**config.mk**
```make
export PLATFORM = sky130hd
export DESIGN_NAME = umul_array
export DESIGN_NICKNAME = d
export VERILOG_FILES = /design/src/rtl/umul_array.sv
export SDC_FILE = /design/constraint.sdc
export NUM_CORES = 1
export LEC_CHECK = 0
export BUFFER_PORTS_ARGS = -buffer_cell sky130_fd_sc_hd__buf_4
export CAP_MARGIN = 20
export CORE_UTILIZATION = 55
export CTS_CLUSTER_DIAMETER = 40
export DETAILED_ROUTE_END_ITERATION = 6
export GPL_ROUTABILITY_DRIVEN = 0
export GPL_TIMING_DRIVEN = 0
export MAX_ROUTING_LAYER = met4
export PLACE_DENSITY_LB_ADDON = 0.15
export REMOVE_ABC_BUFFERS = 1
export SLEW_MARGIN = 10
export SYNTH_ARGS = -nofsm -noshare
export SYNTH_HDL_FRONTEND = slang
export SYNTH_SLANG_ARGS = --single-unit
```
**constraint.sdc**
```tcl
create_clock -name clk -period 3.25 [get_ports clk]
set_input_delay 0.65 -clock clk [delete_from_list [all_inputs] [get_ports clk]]
set_output_delay 0.65 -clock clk [all_outputs]
set_load 0.01 [all_outputs]
```
**src/rtl/umul_array.sv**
```systemverilog
// rtl/umul_array.sv - array of stochastic-by-binary multipliers driven by a bit-reversed counter RNG
// Optional per-channel period ones counter (cnt port) is compiled in with UMUL_ARRAY_CNT_EN.
module umul_array #(
  parameter int WIDTH = 8,
  parameter int CH    = 4
) (
  input  logic                      clk,
  input  logic                      rst_n,
  input  logic                      clr,
  input  logic [CH-1:0]             iA,
  input  logic [CH*WIDTH-1:0]       iB,
  input  logic [CH-1:0]             loadB,
  input  logic                      bipolar,
  output logic [CH-1:0]             oC,
  output logic                      period_done
`ifdef UMUL_ARRAY_CNT_EN
  ,
  output logic [CH*(WIDTH+1)-1:0]   cnt
`endif
);

  localparam logic [WIDTH-1:0] ONE = WIDTH'(1);

  logic [WIDTH-1:0] pc;

  always_ff @(posedge clk or negedge rst_n) begin
    if (!rst_n) begin
      pc <= '0;
    end else if (clr) begin
      pc <= '0;
    end else begin
      pc <= pc + ONE;
    end
  end

  // A restart in the last cycle of a period must not report a completed period.
  assign period_done = rst_n & ~clr & (pc == '1);

  for (genvar i = 0; i < CH; i++) begin : g_ch
    logic [WIDTH-1:0] bbuf;
    logic [WIDTH-1:0] cp;
    logic [WIDTH-1:0] cn;
    logic [WIDTH-1:0] rp;
    logic [WIDTH-1:0] rn;
    logic             gt_p;
    logic             gt_n;

    always_ff @(posedge clk or negedge rst_n) begin
      if (!rst_n) begin
        bbuf <= '0;
      end else if (loadB[i]) begin
        bbuf <= iB[i*WIDTH +: WIDTH];
      end
    end

    always_ff @(posedge clk or negedge rst_n) begin
      if (!rst_n) begin
        cp <= '0;
        cn <= '0;
      end else if (clr) begin
        cp <= '0;
        cn <= '0;
      end else begin
        if (iA[i]) begin
          cp <= cp + ONE;
        end
        if (!iA[i] && bipolar) begin
          cn <= cn + ONE;
        end
      end
    end

    // Bit reversal of a binary count yields the van der Corput sequence.
    for (genvar k = 0; k < WIDTH; k++) begin : g_rev
      assign rp[k] = cp[WIDTH-1-k];
      assign rn[k] = cn[WIDTH-1-k];
    end

    assign gt_p = (bbuf > rp);
    assign gt_n = (bbuf > rn);

    assign oC[i] = rst_n & (bipolar ? (iA[i] ? gt_p : ~gt_n) : (iA[i] & gt_p));

`ifdef UMUL_ARRAY_CNT_EN
    logic [WIDTH:0] acc;
    logic [WIDTH:0] cnt_q;

    always_ff @(posedge clk or negedge rst_n) begin
      if (!rst_n) begin
        acc   <= '0;
        cnt_q <= '0;
      end else if (clr) begin
        acc <= '0;
      end else if (period_done) begin
        cnt_q <= acc + (WIDTH+1)'(oC[i]);
        acc   <= '0;
      end else begin
        acc <= acc + (WIDTH+1)'(oC[i]);
      end
    end

    assign cnt[i*(WIDTH+1) +: WIDTH+1] = cnt_q;
`endif
  end

endmodule

```
# Word level (Yosys, flattened, before mapping)
# Cells that the tools add are included.
[totals]
ff_bits = 104
latchBits = 0
mem_bits_rw = 0
rom_bits = 0
input_bits = 44
output_inout_bits = 5
elab_cells = 87
n_memories = 0
[classes]
add_sub_neg = 9
multipliers = 0
div_mod_pow = 0
n_lt_le_gt_ge = 8
eq_ne = 1
n_shift = 0
n_mux = 25
bitwise = 15
reduce_logical = 16
[ops]
columns = ["op", "n"]
rows = [
  ["$mux 8", 17],
  ["$add 8x1->8 const B", 9],
  ["$gt 8x8->1", 8],
  ["$reduce_bool 2->1", 8],
  ["$and 1x1->1", 10],
  ["$eq 8x8->1 const B", 1],
  ["$mux 1", 8],
  ["$not 1->1", 5],
  ["$logic_and 1x1->1", 4],
  ["$logic_not 1->1", 4],
]

# Depth between registers and ports, before layout
# Gate-level depths: netlist of run 1.
[depth]
depth_word = 5
depth_mapped = 6
depth_no_buf = 6

# Least setup slack after synthesis of run 1
# OpenSTA, ideal clock, no wires.
[synth_timing]
kind = "input-to-output"
startpoint = "in iA[0]"
endpoint = "out oC[0]"
t_arrival_ns = 1.470
required_time_ns = 2.600
slack_ns = 1.130
stages = 5
n_path_buf = 2
path_cell_list = "buf_2 > nor2b_1 > buf_2 > a41oi_1 > o2bb2ai_1"
[synth_between]
elab_chain_len = 3
elab_cells_between_ends = 4
classes_between = "mux: 2; bitwise: 2"
[synth_lines]
columns = ["item", "line", "source"]
rows = [
  ["start, declared", "10", "input logic [CH-1:0] iA,"],
  ["$and 1x1->1 / $mux 1 (equally long branches)", "82", "assign oC[i] = rst_n & (bipolar ? (iA[i] ? gt_p : ~gt_n) : (iA[i] & gt_p));"],
  ["$mux 1 *", "82", ""],
  ["$and 1x1->1 *", "82", ""],
  ["end, declared", "14", "output logic [CH-1:0] oC,"],
]
# Mark *: on every way between the ends. The rest lies on a longest branch, timed or not.

# Worst setup path after layout of run 1
[layout_timing]
startpoint = "in bipolar"
endpoint = "out oC[2]"
[layout_between]
elab_chain_len = 2
[layout_lines]
columns = ["item", "line", "source"]
rows = [
  ["start, declared", "13", "input logic bipolar,"],
  ["$mux 1", "82", ""],
  ["$and 1x1->1", "82", ""],
]
# Every way passes these cells.

==> results of run 1 <==
[stage by stage]
stage / cell area, µm² / std cells
finish: 6820 / 798
global route: 6820 / 798
CTS: 6790 / 797
detailed placement: 6610 / 781
global placement: 6610 / 781
floorplan: 6070 / 593
[power breakdown]
group	total [mW]	internal [mW]	switching, mW
registers	1.41	1.35	0.0612
logic	0.462	0.227	0.235
clock network	0.751	0.285	0.465
[final cells by class]
class	count	area [µm²]	share of cell area, %
tap	140	175	2.57
inverter	64	240	3.52
multi-input combinational	425	3230	47.4
clock buffer	9	124	1.82
clock inverter	7	55.1	0.807
timing repair buffer	49	392	5.74
sequential	104	2600	38.2
[worst register-to-register path, cell delays in order (launching register included)]
cell	delay (ns)
dfrtp_1	0.45
ha_1	0.19
nand2_1	0.08
or4_4	0.42
xnor2_1	0.14
nor2_1	0.05
[sequential cells by signal, indices dropped and copies added, names as in the netlist]
register and flops:
g_ch.cp 32, pc 8, g_ch.bbuf 32, g_ch.cn 32
[synth_stat cells (7+ instances only)]
library cell  count
xnor2_1          53
o211ai_1         16
dfrtp_1         104
nor2b_1          13
and3_1            8
nand3_1           7
nand4_1          41
inv_1            64
mux2_2           28
clkbuf_1         13
nor2_1           75
o21ai_0          10
a21oi_1          22
xor2_1            7
nand2_1          22
ha_1             73
buf_2             7
[cells by family after synthesis]
| group | Yosys count | synth area share, % |
|---|---|---|
| XOR/XNOR | 60 | 8.52 |
| AND/OR/NAND/NOR | 188 | 15.5 |
| AO/OA/AOI/OAI | 72 | 7.79 |
| multiplexers | 32 | 5.76 |
| adder cells (fa/ha/maj) | 73 | 14.8 |
| buffers and inverters | 85 | 5.44 |
| flip-flops | 104 | 42.2 |
[metal layers]
layer | wire length (µm) | share of wire (%)
met2 | 5570 | 49
met3 | 329 | 2.9
met1 | 5300 | 47
met4 | 131 | 1.2
met5 | 0 | 0
[path summary, 6_finish.rpt]
check | cells after the start | from | to
max in group asynchronous | 2 | rst_n | g_ch[1].cp[1]$_DFFE_PN0P_
max reg2reg | 5 | g_ch[1].cn[0]$_DFFE_PN0P_ | g_ch[1].cn[6]$_DFFE_PN0P_
min reg2reg | 1 | pc[0]$_DFF_PN0_ | pc[0]$_DFF_PN0_
max | 6 | bipolar | oC[2]
min | 1 | rst_n | g_ch[2].cn[7]$_DFFE_PN0P_
min in group clk | 3 | iB[16] | g_ch[2].bbuf[0]$_DFFE_PN0P_
==> run summary, run 1 <==
Register-to-register setup slack = 1.77 ns
Initial Utilization = 56.7%
Clock Sinks = 104
H-tree depth = 3
Final Cycle Share = 83.7%
Routing usage on met3 = 3.87%
Total number of vias = 4413
First-pass GRT wire length = 20.2 mm
Synthesized area = 0.00617 mm²
Dpl hpwl = 8.26 mm
CTS Hold Buffers Added = 0
Cts repair resizes = 0
Core Footprint = 0.0109 mm²
Seq/Total Area, Yosys = 42.2%
Worst Hold Class = input pin to asynchronous set/reset pin
GR Overflow Total = 0
Final setup violation count = 0
Mean routed wirelength per cell = 14.2 µm
DIE WIDTH = 108 µm
Most common cell after layout, fill and taps aside = dfrtp_1
Cell taking the most area after synthesis = dfrtp_1
Post-Route Setup TNS = 0 ns
Mapped Cells = 614
VDD IR-drop max = 0.271 mV
Gr busiest metal = met2
Unique cell type count in the Yosys netlist = 34
Worst Clk Skew = 0.00563 ns
Area Overhead vs Synth = 10.5%
CTS Buf Count = 9
CTS tree = built
CP peak stage delay = 0.63 ns
Vias in the first global route = 4520
WP data required = 2.60 ns
Die Y = 108 µm
Status = finished clean
Crit path max-delay family = simple AND/OR/NAND/NOR gates
Async S/R FF share, synth = 100%
Min Hold Slack = 0.137 ns
Crit Path Max Fanout = 11
Max Cap Viol = 0
Worst skew pair latency = 0.38 ns
Share of layout cells above drive strength 1 = 14.6%
Gr usage total = 22.6%
Max Freq = 0.368 GHz
Power Dens Cells = 385 mW/mm²
Slew HR = 49.4%
Power Total = 2.63 mW
CTS max path bufs = 2
Hold violation total from the final report = 0
Clock Tree Root = clkbuf_8
Die area = 0.0116 mm²
Post-layout min period = 2.72 ns
Worst-margin pin slew = 0.758 ns
Nets@finish = 770
Crit Path Class = input pin to output port
Util after Layout = 62.6%
Crit path buffers/inverters = 2
Met1 usage = 28.4%
Ys flop type = dfrtp_1
GRT met2 Usage = 37.4%
ANT nets after route = 0
Reg clk slew, reported paths = 0.09 ns
Largest net degree at the start of global routing = 118
DRC = 0
Fill cells = 890
Initial antenna violation count = 0
Post-CTS Setup Bufs = 0
Data arrival, critical path = 2.07 ns
RSZ-0062 raised after global routing = no
Synth Area per Inst = 10.0 µm²
Most frequent cells in the layout = dfrtp_1, nor2_1, ha_1
Post-synth EDFFs = 0
Post-synthesis register bit count = 104
P_leak = 3.03 nW
Port Buffers = 48
Vias per inst = 5.53
Iteration count of the initial detailed-routing pass = 4
Dpl ws = 0.399 ns
WL final = 11.3 mm
Ant diodes = 0
Crit. End Element = output port
Slew Viols, Final = 0
Io pins = 49
Synth top area share = 42.2%
Setup WS post-layout = 0.531 ns
Yosys synthesis warning count = 0
CP max-delay cell = nor2b_1
CP cell instances = buf_4 -> nor2b_1 -> o211a_1 -> a41oi_1 -> o2bb2ai_1 -> buf_4
Rows = 38
Synth area leaders = dfrtp_1, ha_1, xnor2_1
Most used cell, CP = buf_4
Starting DRT DRC Count = 127
Crit path launch type = input pin
(Power assumes the default switching activity.)
==> run 2: changes to the inputs <==
Clock period 3.25 ns to 2.54 ns, I/O delays scaled along.
==> run summary, run 2 (synthesis results as in run 1) <==
Status = finished clean
Port Buffers = 48
Slew Viols, Final = 0
CP peak stage delay = 0.40 ns
Reg clk slew, reported paths = 0.10 ns
CTS tree = built
Die area = 0.0116 mm²
Crit path buffers/inverters = 2
WL final = 11.7 mm
H-tree depth = 3
Clock Tree Root = clkbuf_8
CP max-delay cell = dfrtp_1
Post-layout min period = 2.49 ns
Initial Utilization = 56.7%
Power Dens Cells = 482 mW/mm²
Worst skew pair latency = 0.37 ns
Die Y = 108 µm
Worst Hold Class = input pin to asynchronous set/reset pin
Mean routed wirelength per cell = 14.5 µm
Clock Sinks = 104
Vias in the first global route = 4528
DRC = 0
Reg2Reg Depth = 6
Dpl hpwl = 8.26 mm
RSZ-0062 raised after global routing = yes
Share of layout cells above drive strength 1 = 19.8%
WP data required = 2.03 ns
Gr usage total = 22.6%
ANT nets after route = 0
Io pins = 49
CP cell instances = inv_1 -> ha_1 -> and4_1 -> o211a_1 -> a41oi_1 -> o2bb2ai_1 -> buf_4
Crit. End Element = output port
Hold violation total from the final report = 0
Rows = 38
Initial antenna violation count = 0
Worst Clk Skew = 0.00579 ns
First-pass GRT wire length = 20.3 mm
Vias per inst = 5.55
Crit Path Class = register to output port
Data arrival, critical path = 1.98 ns
Total number of vias = 4499
Final Cycle Share = 97.9%
Post-Route Setup TNS = 0 ns
CTS Buf Count = 9
GR Overflow Total = 0
Most common cell after layout, fill and taps aside = dfrtp_1
Max Cap Viol = 0
Crit path launch type = register
VDD IR-drop max = 0.347 mV
Crit Path Max Fanout = 4
Final setup violation count = 0
Worst-margin pin slew = 0.766 ns
Multi-input logic area = 0.00339 mm²
Register Area = 0.00260 mm²
DIE WIDTH = 108 µm
Largest regs = g_ch.bbuf (32), g_ch.cn (32), g_ch.cp (32)
P_leak = 3.11 nW
R2R Path Start = g_ch[1].cn[0]$_DFFE_PN0P_
Nets@finish = 783
Area Overhead vs Synth = 14.5%
Slew HR = 48.9%
Ant diodes = 0
Starting DRT DRC Count = 125
Max Freq = 0.402 GHz
Most frequent cells in the layout = dfrtp_1, nor2_1, ha_1
Core Footprint = 0.0109 mm²
Util after Layout = 64.9%
Crit path max-delay family = compound AO/OA/AOI/OAI gates
Register-to-register setup slack = 0.98 ns
Worst reg2reg endpoint = g_ch[1].cn[6]$_DFFE_PN0P_
Largest net degree at the start of global routing = 118
CTS max path bufs = 2
Iteration count of the initial detailed-routing pass = 4
Fill cells = 875
## run 2: worst max path at each step
stage / start / end / slack [ns] / cells past startpoint
floorplan: bipolar / oC[0] / 0.57 / 4
global route: g_ch[0].cn[0]$_DFFE_PN0P_ / oC[0] / -0.04 / 7
detailed placement: rst_n / oC[0] / -0.03 / 5
global placement: rst_n / oC[0] / -0.36 / 5
finish: g_ch[0].cn[4]$_DFFE_PN0P_ / oC[0] / 0.05 / 7
CTS: g_ch[0].bbuf[1]$_DFFE_PN0P_ / oC[0] / 0.0008 / 6
## run 2: stage by stage
stage / cells / area (µm²) / worst slack [ns] / hold WS, ns / power (mW)
6_report: 811 / 7060 / 0.0541 / 0.0749 / 3.41
5_1_grt: 811 / 7060 / -0.0420 / 0.131 / 3.61
4_1_cts: 799 / 6810 / 0.000834 / 0.228 / 3.41
3_5_place_dp: 781 / 6610 / -0.0268 / 0.447 / 2.43
3_3_place_gp: 781 / 6610 / -0.358 / 0.434 / 2.40
2_1_floorplan: 593 / 6070 / 0.566 / 0.212 / 2.19
## run 2: metal layers
layer	vias up	global-route usage, %	part of all wire, %
met1	2188	28.4	46
li1	2235	-	-
met4	0	6.85	1.2
met2	62	37.5	50
met3	14	3.87	2.6
met5	-	-	0
## run 2: final cells by class
| cell class | instances | area share (%) |
|---|---|---|
| Clock inverter | 7 | 0.779 |
| Tap cell | 140 | 2.48 |
| Sequential cell | 104 | 36.9 |
| Timing Repair Buffer | 62 | 6.77 |
| Inverter | 64 | 3.40 |
| Clock buffer | 9 | 1.75 |
| Multi-Input combinational cell | 425 | 48.0 |
## run 2: timing repair
action                                  4_1_cts  5_1_grt
cloned                                        0        0
pin swaps                                     0        7
endpoints found under the setup margin        2        4
hold endpoints to repair                      0        0
hold buffers                                  0        0
buffers inserted                              2       12
gates resized for setup                       2       24
## run 2: report_power, final
| part | internal, mW | leakage (nW) | total, mW | switching (mW) |
|---|---|---|---|---|
| Combinational | 0.319 | 1.66 | 0.634 | 0.316 |
| Clock | 0.365 | 0.0862 | 0.959 | 0.594 |
| Sequential | 1.73 | 1.37 | 1.81 | 0.0845 |
==> run 3: changes to the inputs <==
Settings changed: PLACE_DENSITY set to 0.74, PLACE_DENSITY_LB_ADDON 0.15 to not set.
==> run summary, run 3 (synthesis results as in run 1) <==
Status = finished clean
Die Y = 108 µm
ANT nets after route = 0
Worst Clk Skew = 0.00670 ns
H-tree depth = 3
GR Overflow Total = 0
Rows = 38
Core Footprint = 0.0109 mm²
Reg2Reg Depth = 6
Total number of vias = 4562
Max Freq = 0.404 GHz
WL final = 12.2 mm
Gr usage total = 23.1%
Power Total = 3.61 mW
Final setup violation count = 0
First-pass GRT wire length = 20.3 mm
Psw = 0.983 mW
CTS Buf Count = 9
Fill cells = 819
Crit Path Class = register to output port
Area Overhead vs Synth = 16.5%
Ant diodes = 0
Port Buffers = 48
Clock Tree Root = clkbuf_8
Dpl hpwl = 8.57 mm
Worst-margin pin slew = 0.749 ns
DRC = 0
Vias in the first global route = 4551
Reg clk slew, reported paths = 0.10 ns
Power Dens Cells = 502 mW/mm²
Internal = 2.63 mW
Iteration count of the initial detailed-routing pass = 4
VDD IR-drop max = 0.480 mV
Placed cell area = 0.00661 mm²
Slew HR = 50.1%
Worst skew pair latency = 0.39 ns
Share of layout cells above drive strength 1 = 21.5%
Vias per inst = 5.60
Multi-input logic area = 0.00343 mm²
Post-layout min period = 2.47 ns
Die area = 0.0116 mm²
Hold violation total from the final report = 0
Crit Path Max Fanout = 4
Initial Utilization = 56.7%
Sequential Power Share = 50.3%
Mean routed wirelength per cell = 14.9 µm
P_leak = 3.17 nW
Nets@finish = 787
Io pins = 49
Max Cap Viol = 0
Util after Layout = 66.0%
Combinational share of power = 18.3%
Slew Viols, Final = 0
Crit. End Element = output port
Final instance area = 0.00718 mm²
Post-Route Setup TNS = 0 ns
Dpl ws = -0.0455 ns
Clock power frac = 31.4%
Most frequent cells in the layout = dfrtp_1, nor2_1, buf_4
Crit path launch type = register
Largest regs = g_ch.bbuf (32), g_ch.cn (32), g_ch.cp (32)
Most common cell after layout, fill and taps aside = dfrtp_1
Switching Fraction = 27.2%
Initial antenna violation count = 0
Starting DRT DRC Count = 212
Dpl cells = 781
Data arrival, critical path = 1.96 ns
Min Hold Slack = 0.0522 ns
Largest net degree at the start of global routing = 118
CTS Hold Buffers Added = 0
Setup WS post-layout = 0.0673 ns
DIE WIDTH = 108 µm
Finished Layout Cells = 815
Final Cycle Share = 97.3%
Register Area = 0.00261 mm²
Worst Hold Class = input pin to asynchronous set/reset pin
CTS max path bufs = 2
Clock Sinks = 104
Register-to-register setup slack = 1.05 ns
CTS tree = built
WP data required = 2.03 ns
-- run 3: changes by cell type in the layout (fill, tap and decap cells not counted), moves of 2 or more --
cell        change
nor2b_2         +2
bufinv_16       +2
nor2b_1         -2
inv_2           +2
ha_1            -2
clkinvlp_4      -2
ha_4            +2
inv_1           -2
buf_4           +3
-- run 3: timing repair --
item	CTS	global route
endpoints found under the setup margin	2	4
gates cloned	0	0
setup buffers	1	17
pin swaps	0	14
resized for setup	3	33
-- run 3: worst paths after layout --
check                                             from                     endpoint
min                                              rst_n  g_ch[2].bbuf[5]$_DFFE_PN0P_
min in group clk                                 iB[0]  g_ch[0].bbuf[0]$_DFFE_PN0P_
max reg2reg                  g_ch[1].cn[0]$_DFFE_PN0P_    g_ch[1].cn[6]$_DFFE_PN0P_
max in group asynchronous                        rst_n    g_ch[1].cn[0]$_DFFE_PN0P_
min reg2reg                            pc[0]$_DFF_PN0_              pc[0]$_DFF_PN0_
max                        g_ch[0].bbuf[3]$_DFFE_PN0P_                        oC[0]
-- run 3: critical path, stage by stage (launching register included) --
cell and delay, ns:
dfrtp_1 0.46, ha_4 0.28, and4_1 0.20, o211a_1 0.23
a41oi_2 0.17, o2bb2ai_2 0.10, buf_4 0.15
-- run 3: area by class of cell --
type                    count  share of cell area [%]
clock buffers              10                    1.78
repair buffers             66                    7.12
flip-flops and latches    104                    36.3
inverters                  64                    3.34
well taps                 140                    2.44
multi-input cells         425                    47.8
clock inverters             6                    1.27
-- run 3: layer usage --
metal  part of all wire (%)  global-route usage [%]
met4                    1.2                    5.97
met1                     45                    27.1
met2                     50                    39.4
met3                    3.4                    5.69
met5                      0                       -
-- run 3: power by group through the flow --
stage,clock (mW),combinational (mW),sequential (mW)
detailed placement,0,0.591,1.84
finish,1.13,0.660,1.82
CTS,1.18,0.600,1.81
global route,1.23,0.754,1.83
global placement,0,0.553,1.84
floorplan,0,0.375,1.81
